--- config.mk ---
export PLATFORM = sky130hd
export DESIGN_NAME = sram_arbiter
export DESIGN_NICKNAME = d
export VERILOG_FILES = /design/src/rtl/sram_arbiter.sv
export SDC_FILE = /design/constraint.sdc
export NUM_CORES = 1
export LEC_CHECK = 0
export CORE_AREA = 10 10 170 172
export DETAILED_ROUTE_END_ITERATION = 10
export DIE_AREA = 0 0 180 182
export PLACE_DENSITY = 0.74
export SYNTH_ARGS = -nofsm -noshare
export SYNTH_HDL_FRONTEND = slang
export SYNTH_SLANG_ARGS = --single-unit
--- constraint.sdc ---
create_clock -name CLK -period 3.5 [get_ports CLK]
set_input_delay 0.7 -clock CLK [delete_from_list [all_inputs] [get_ports CLK]]
set_output_delay 0.7 -clock CLK [all_outputs]
set_load 0.02 [all_outputs]
--- src/rtl/sram_arbiter.sv ---
// sram_arbiter
//   Shares one single-port 64-bit SRAM between the instruction-fetch port
//   (128-bit lines fetched as two consecutive words) and the load/store port
//   (single-word reads, byte-masked writes). Round-robin arbitration, one
//   outstanding transaction, responses held until accepted.
//
// Ports
//   CLK, RST            clock, synchronous active-high reset
//   ifu_valid/ready     fetch request handshake, ifu_addr word address (bit 0 ignored)
//   ifu_rsp_valid/ready fetch response handshake, ifu_rdata = {word[odd], word[even]}
//   lsu_valid/ready     load/store request handshake with addr/wen/wdata/wstrb
//   lsu_rsp_valid/ready load/store response handshake, lsu_rdata (0 for write ack)
//   sram_*              SRAM access port; sram_rdata valid the cycle after a read
module sram_arbiter #(
   parameter int unsigned AW = 14
) (
   input  logic          CLK,
   input  logic          RST,
   input  logic          ifu_valid,
   output logic          ifu_ready,
   input  logic [AW-1:0] ifu_addr,
   output logic          ifu_rsp_valid,
   input  logic          ifu_rsp_ready,
   output logic [127:0]  ifu_rdata,
   input  logic          lsu_valid,
   output logic          lsu_ready,
   input  logic [AW-1:0] lsu_addr,
   input  logic          lsu_wen,
   input  logic [63:0]   lsu_wdata,
   input  logic [7:0]    lsu_wstrb,
   output logic          lsu_rsp_valid,
   input  logic          lsu_rsp_ready,
   output logic [63:0]   lsu_rdata,
   output logic          sram_en,
   output logic          sram_wen,
   output logic [AW-1:0] sram_addr,
   output logic [63:0]   sram_wdata,
   output logic [7:0]    sram_wstrb,
   input  logic [63:0]   sram_rdata
);

   typedef enum logic [2:0] {
      IDLE,
      IF_HI,
      IF_CAP,
      LS_CAP,
      RSP_IF,
      RSP_LS
   } state_t;

   state_t        state;
   logic          last_ls;   // 1 = load/store port was granted last
   logic          gap;       // forces one idle cycle after each response handshake
   logic [AW-1:0] if_base;   // even word address of the line being fetched
   logic          ls_wen;
   logic          grant_if;
   logic          grant_ls;
   logic [AW-1:0] fetch_base;

   assign fetch_base = ifu_addr & ~AW'(1);

   always_comb begin
      grant_if = 1'b0;
      grant_ls = 1'b0;
      if (state == IDLE && !gap && !RST) begin
         if (ifu_valid && (!lsu_valid || last_ls))
            grant_if = 1'b1;
         else if (lsu_valid)
            grant_ls = 1'b1;
      end
   end

   always_comb begin
      ifu_ready     = grant_if;
      lsu_ready     = grant_ls;
      ifu_rsp_valid = (state == RSP_IF);
      lsu_rsp_valid = (state == RSP_LS);
      sram_en       = 1'b0;
      sram_wen      = 1'b0;
      sram_addr     = '0;
      sram_wdata    = '0;
      sram_wstrb    = '0;
      if (grant_if) begin
         sram_en   = 1'b1;
         sram_addr = fetch_base;
      end else if (grant_ls) begin
         sram_en    = 1'b1;
         sram_wen   = lsu_wen;
         sram_addr  = lsu_addr;
         sram_wdata = lsu_wdata;
         sram_wstrb = lsu_wstrb;
      end else if (state == IF_HI) begin
         // second beat stays inside the line: no carry out of bit 0
         sram_en   = 1'b1;
         sram_addr = if_base | AW'(1);
      end
   end

   always_ff @(posedge CLK) begin
      if (RST) begin
         state     <= IDLE;
         last_ls   <= 1'b1;
         gap       <= 1'b0;
         if_base   <= '0;
         ls_wen    <= 1'b0;
         ifu_rdata <= '0;
         lsu_rdata <= '0;
      end else begin
         case (state)
            IDLE: begin
               gap <= 1'b0;
               if (grant_if) begin
                  last_ls <= 1'b0;
                  if_base <= fetch_base;
                  state   <= IF_HI;
               end else if (grant_ls) begin
                  last_ls <= 1'b1;
                  ls_wen  <= lsu_wen;
                  state   <= LS_CAP;
               end
            end
            IF_HI: begin
               ifu_rdata[63:0] <= sram_rdata;
               state           <= IF_CAP;
            end
            IF_CAP: begin
               ifu_rdata[127:64] <= sram_rdata;
               state             <= RSP_IF;
            end
            LS_CAP: begin
               lsu_rdata <= ls_wen ? '0 : sram_rdata;
               state     <= RSP_LS;
            end
            RSP_IF: begin
               if (ifu_rsp_ready) begin
                  gap   <= 1'b1;
                  state <= IDLE;
               end
            end
            RSP_LS: begin
               if (lsu_rsp_ready) begin
                  gap   <= 1'b1;
                  state <= IDLE;
               end
            end
            default: state <= IDLE;
         endcase
      end
   end

endmodule

==> results of run 1 <==
metal layers:
metal | wire length, um | global-route usage (%) | vias up
li1 | - | - | 4346
met1 | 15900 | 25.9 | 4407
met2 | 20100 | 40.2 | 420
met3 | 3830 | 8.13 | 78
met4 | 1620 | 9.20 | 0
met5 | 0 | 0 | -
critical path, cell delays in order, from the launching register on:
cell and delay (ns):
dfxtp_2 0.39, or3_4 0.44, nor4b_4 0.26, buf_4 0.19
buf_6 0.18, and2_1 0.15, clkdlybuf4s50_1 0.61
cell families after synthesis:
kind of cell	count (synthesis)	share of synthesized area (%)
AND/OR/NAND/NOR	523	29.8
buffers and inverters	95	4.96
AO/OA/AOI/OAI	229	14.2
flip-flops	211	49.4
multiplexers	14	1.64
sequential cells by signal (all words and copies together) (netlist names):
name / cells
if_base: 13
ifu_rdata: 128
gap: 1
ls_wen: 1
last_ls: 1
state: 3
lsu_rdata: 64
cell usage in the layout (no fill, tap or decap), drive strengths merged, types with 2 or more instances in the layout:
cell type and n:
a21o 2, mux2i 14, nor2 5, nand3b 66
clkdlybuf4s50 406, a32oi 13, nand2b 29, clkinv 4
nor4 2, dlymetal6s2s 7, clkbuf 36, or3b 2
a21oi 195, dlygate4sd2 26, nor3b 2, and2 74
clkinvlp 2, nor2b 2, buf 41, dfxtp 211
or3 2, o21ai 15, diode 3, nand2 335
stage by stage:
step / TNS [ns] / cells / power, mW / hold slack (ns) / setup WS [ns]
2_1_floorplan: 0 / 1072 / 3.56 / 0.449 / 0.848
3_5_place_dp: 0 / 1788 / 4.46 / 0.443 / 0.0441
4_1_cts: 0 / 1830 / 6.96 / 0.415 / 0.00152
3_3_place_gp: 0 / 1788 / 4.43 / 0.437 / 0.0857
6_report: 0 / 1839 / 6.91 / 0.443 / 0.0775
5_1_grt: -0.325 / 1838 / 7.18 / 0.425 / -0.0214
where the power goes:
part | switching (mW) | total, mW | internal [mW] | leakage (nW)
sequential | 0.116 | 2.70 | 2.58 | 1.71
clock | 1.02 | 2.50 | 1.48 | 0.384
combinational | 0.953 | 1.71 | 0.762 | 3.07
total | 2.08 | 6.91 | 4.82 | 5.17
how the worst max path moves through the flow:
| stage | depth (start not counted) | startpoint | endpoint |
|---|---|---|---|
| 2_1_floorplan | 4 | RST | sram_addr[4] |
| 3_3_place_gp | 6 | lsu_valid | sram_wstrb[4] |
| 3_5_place_dp | 6 | lsu_valid | sram_wdata[48] |
| 4_1_cts | 5 | state[2] | sram_wdata[17] |
| 5_1_grt | 6 | state[1] | sram_wdata[12] |
| 6_report | 6 | state[2] | sram_wdata[52] |
cell type report:
class | instances | area share (%)
clock inverters | 7 | 0.541
diodes | 3 | 0.0532
flip-flops and latches | 211 | 30.0
repair buffers | 481 | 33.7
multi-input cells | 766 | 27.7
inverters | 1 | 0.0266
clock buffers | 35 | 5.05
well taps | 335 | 2.97
timing repair:
item,in CTS,in global routing
pin swaps,0,1
buffers inserted,0,4
setup endpoints to repair,26,42
gates resized for setup,26,9
cloned,0,2
==> flow_summary_export.csv, run 1 <==
group,metric,value,unit
global_route,grt_pass1_wl,59500,um
layout,seqCellArea,4230,um2
global_route,track_usage,23.4,%
timing,fin_skew,0.0189,ns
layout,drive_above_1_share,6.06,%
global_route,grt_overflow,0,
placed_design,postPlaceCellArea,13300,um2
yosys,synth_top_area_share,49.4,%
power,ir_drop,0.384,mV
routing,vias_per_cell,5.03,
yosys,synth.distinct_cells,33,
yosys,ys_warn_count,0,
placed_design,portBuffers,453,
clock_network,worstSkewPairLatency,0.53,ns
critical_path,cp-end-kind,"output pin",
yosys,synth_cells,1072,
global_route,antenna_found_initial,2,
floorplanning,core_area,25600,um2
yosys,synth-edff-count,0,
routing,vias,9251,
critical_path,path_max_fanout,19,
yosys,synth_common_cells,"nand2_1, dfxtp_1, a21oi_1",
timing,fin_crit_sh,97.8,%
routing,wire_per_inst,22.5,um
yosys,syn-num-nets,1243,
timing,relSlewSlack,19.4,%
yosys,synth_top_area_cell,"dfxtp_1",
placed_design,place.gp.congestion,0.881,
floorplanning,die_x,180,um
critical_path,r2r_setup_slack,1.30,ns
clock_network,cts_tree,"done",
layout,area_growth,65.0,%
yosys,synth.most_common_cell,"nand2_1",
run,maxCapViolations,0,
layout,finalCoreUtilization,55.1,%
clock_network,clockRootBuffer,"clkbuf_16",
critical_path,start_kind,"flip-flop",
yosys,syn_area_per_cell,7.97,um2
timing,slew_viol_final,0,
layout,nets,1656,
yosys,synth_seq_area_share,49.4,%
critical_path,worstPathRequired,2.80,ns
timing,hold_violations,0,
min_path,whs_path_depth,2,
yosys,async_flop_share,0,%
layout,layout.filler_cells,2315,
global_route,grt_pass1_vias,8956,
critical_path,path_class,"flip-flop to output pin",
yosys,synth-seq-cells,211,
critical_path,arrival,2.72,ns
outcome,outcome,"finished clean",
floorplanning,start_util,33.4,%
floorplanning,fp.dieH,182,um
floorplanning,die_area,32800,um2
critical_path,reg2regPathDepth,5,
yosys,dominantRegCellSynth,"dfxtp_1",
min_path,hp-start,"RST",
clock_network,cts_sinks,211,
floorplanning,rows,59,
clock_network,cts_made_buffers,24,
clock_network,cts.htree.levels,1,
layout,multi_input_area,3910,um2
timing,finalCriticalPeriod,3.42,ns
yosys,syn_area,8550,um2
power,p_leak,5.17,nW
critical_path,r2r_start,"state[0]",
min_path,min_to,"ifu_rdata[7]",
routing,drtIter0Drc,642,
routing,drc,0,
placed_design,dp_hpwl,30700,um
min_path,hold_class,"primary input to flip-flop",
floorplanning,ioPinCount,455,
power,power_density,490,nW/um2
global_route,grt_max_degree,95,
clock_network,clockBufferDepth,3,
yosys,synth_area_leaders,"dfxtp_1, nand2_1, a21oi_1",
timing,worstMarginPinSlew,1.21,ns
routing,drt-total-wl,41500,um
layout,fin_area,14100,um2
critical_path,timing.rr.end,"ifu_rdata[89]",
routing,first_pass_iters,6,
clock_network,cts_hold_buf,0,
clock_network,path_clk_slew,0.06,ns
timing,setup_viol,0,
routing,ant_nets,0,
timing,fmax,292,MHz
No activity file was read; power rests on OpenSTA's default activity.
==> run 2, diff against run 1 <==
REMOVE_ABC_BUFFERS = 1   (was not set)
SLEW_MARGIN = 0   (was not set)
==> flow_summary_export.csv, run 2 (synthesis results as in run 1) <==
group,metric,value,unit
clock_network,cts_tree,"done",
timing,worstMarginPinSlew,1.18,ns
routing,wire_per_inst,19.7,um
global_route,track_usage,20.0,%
critical_path,start_kind,"primary input",
placed_design,place.gp.congestion,0.790,
floorplanning,start_util,33.4,%
layout,most-common-layout-cells,"clkdlybuf4s50_1, nand2_1, dfxtp_1",
floorplanning,ioPinCount,455,
power,p_leak,6.13,nW
routing,drt-total-wl,36000,um
global_route,grtUsageMet2,33.2,%
placed_design,portBuffers,453,
clock_network,worstSkewPairLatency,0.52,ns
critical_path,cp-end-kind,"output pin",
clock_network,cts_sinks,211,
clock_network,path_clk_slew,0.06,ns
layout,top_register,"ifu_rdata",
layout,nets,1650,
power,comb_power_share,25.4,%
clock_network,cts_hold_buf,0,
routing,ant_nets,0,
power,switchingPower,1.98,mW
layout,top_regs,"ifu_rdata (128), lsu_rdata (64), if_base (13)",
power,clkPwrFrac,34.1,%
timing,hold_violations,0,
critical_path,path_max_fanout,38,
routing,first_pass_iters,4,
floorplanning,die_x,180,um
floorplanning,rows,59,
global_route,grt_pass1_vias,8583,
global_route,grt_max_degree,106,
timing,rsz0062_at_grt,"false",
critical_path,worstPathRequired,2.80,ns
timing,fin_crit_sh,97.1,%
routing,drtIter0Drc,646,
timing,setup_viol,0,
run,maxCapViolations,0,
critical_path,path_class,"primary input to output pin",
clock_network,cts_made_buffers,23,
layout,area_growth,65.9,%
timing,relSlewSlack,21.2,%
outcome,outcome,"finished clean",
layout,final_cells,1827,
layout,layout_commonest_cell,"clkdlybuf4s50_1",
power,power_density,467,nW/um2
layout,largest_reg_flops,128,
placed_design,dp_cells,1786,
timing,fin_skew,0.0138,ns
floorplanning,core_area,25600,um2
clock_network,clockBufferDepth,3,
timing,slew_viol_final,0,
routing,vias_per_cell,4.84,
global_route,grt_overflow,0,
clock_network,clockRootBuffer,"clkbuf_16",
layout,drive_above_1_share,4.16,%
routing,vias,8838,
global_route,antenna_found_initial,1,
power,p_sw_share,29.9,%
floorplanning,fp.dieH,182,um
global_route,grt-busiest-layer,"met2",
power,internal_power,4.65,mW
floorplanning,die_area,32800,um2
timing,finalCriticalPeriod,3.40,ns
timing,fmax,294,MHz
global_route,grt.met1_usage,24.2,%
global_route,grt_util_met3,7.63,%
power,ir_drop,0.367,mV
timing,timing.hold.ws,0.447,ns
placed_design,dp_hpwl,25900,um
power,p_seq_share,40.5,%
clock_network,cts.htree.levels,1,
routing,drc,0,
critical_path,arrival,2.70,ns
min_path,hold_class,"flip-flop to flip-flop",
global_route,grt_pass1_wl,53100,um
==> run 2: stage by stage <==
step / utilization [%] / setup TNS [ns] / cell area (um2) / worst slack (ns) / total power [mW]
detailed placement: 51.9 / -0.00897 / 13300 / -0.00608 / 4.43
floorplan: - / -66.06 / 8130 / -0.775 / 3.47
finish: 55.4 / 0 / 14200 / 0.102 / 6.63
global placement: 51.9 / 0 / 13300 / 0.0158 / 4.41
CTS: 54.5 / 0 / 14000 / 0.00306 / 6.71
global route: 55.4 / 0 / 14200 / 0.00154 / 6.91
==> run 2: critical path: stages <==
cell and delay, ns:
clkdlybuf4s50_1 0.53, a21boi_2 0.21, nor4b_4 0.23, buf_4 0.17
buf_8 0.21, clkdlybuf4s50_1 0.65
==> run 2: power groups by stage <==
| stage | logic (mW) | clock network, mW | registers [mW] |
|---|---|---|---|
| after detailed placement | 1.69 | 0 | 2.74 |
| after global placement | 1.67 | 0 | 2.73 |
| after floorplan | 0.557 | 0 | 2.91 |
| after CTS | 1.70 | 2.32 | 2.69 |
| after global routing | 1.80 | 2.40 | 2.71 |
| final | 1.68 | 2.26 | 2.69 |
==> run 2: worst paths after layout <==
check                start       endpoint  slack [ns]  cells after the start
max              lsu_valid      lsu_ready        0.10                      6
min          lsu_rdata[31]  lsu_rdata[31]        0.45                      2
max reg2reg       state[2]     if_base[9]        1.33                      4
min reg2reg  lsu_rdata[31]  lsu_rdata[31]        0.45                      2
==> run 2: layer usage <==
| layer | up-vias | routed length (um) |
|---|---|---|
| li1 | 4322 | - |
| met1 | 4125 | 14700 |
| met2 | 355 | 17200 |
| met3 | 36 | 3480 |
| met4 | 0 | 643 |
| met5 | - | 0 |
==> run 2: cell type report <==
type | count | area [um2]
Antenna cell | 1 | 2.50
Clock buffer | 33 | 623
Clock inverter | 4 | 60.1
Fill cell | 2302 | 11400
Inverter | 1 | 3.75
Multi-Input combinational cell | 766 | 3910
Sequential cell | 211 | 4230
Tap cell | 335 | 419
Timing Repair Buffer | 476 | 4930
==> run 2: what timing repair did <==
| action | CTS | global route |
|---|---|---|
| endpoints found under the setup margin | 4 | 72 |
| gates cloned | 0 | 1 |
| endpoints found under the hold margin | 0 | 0 |
| setup buffers | 0 | 2 |
| gates resized for setup | 4 | 74 |
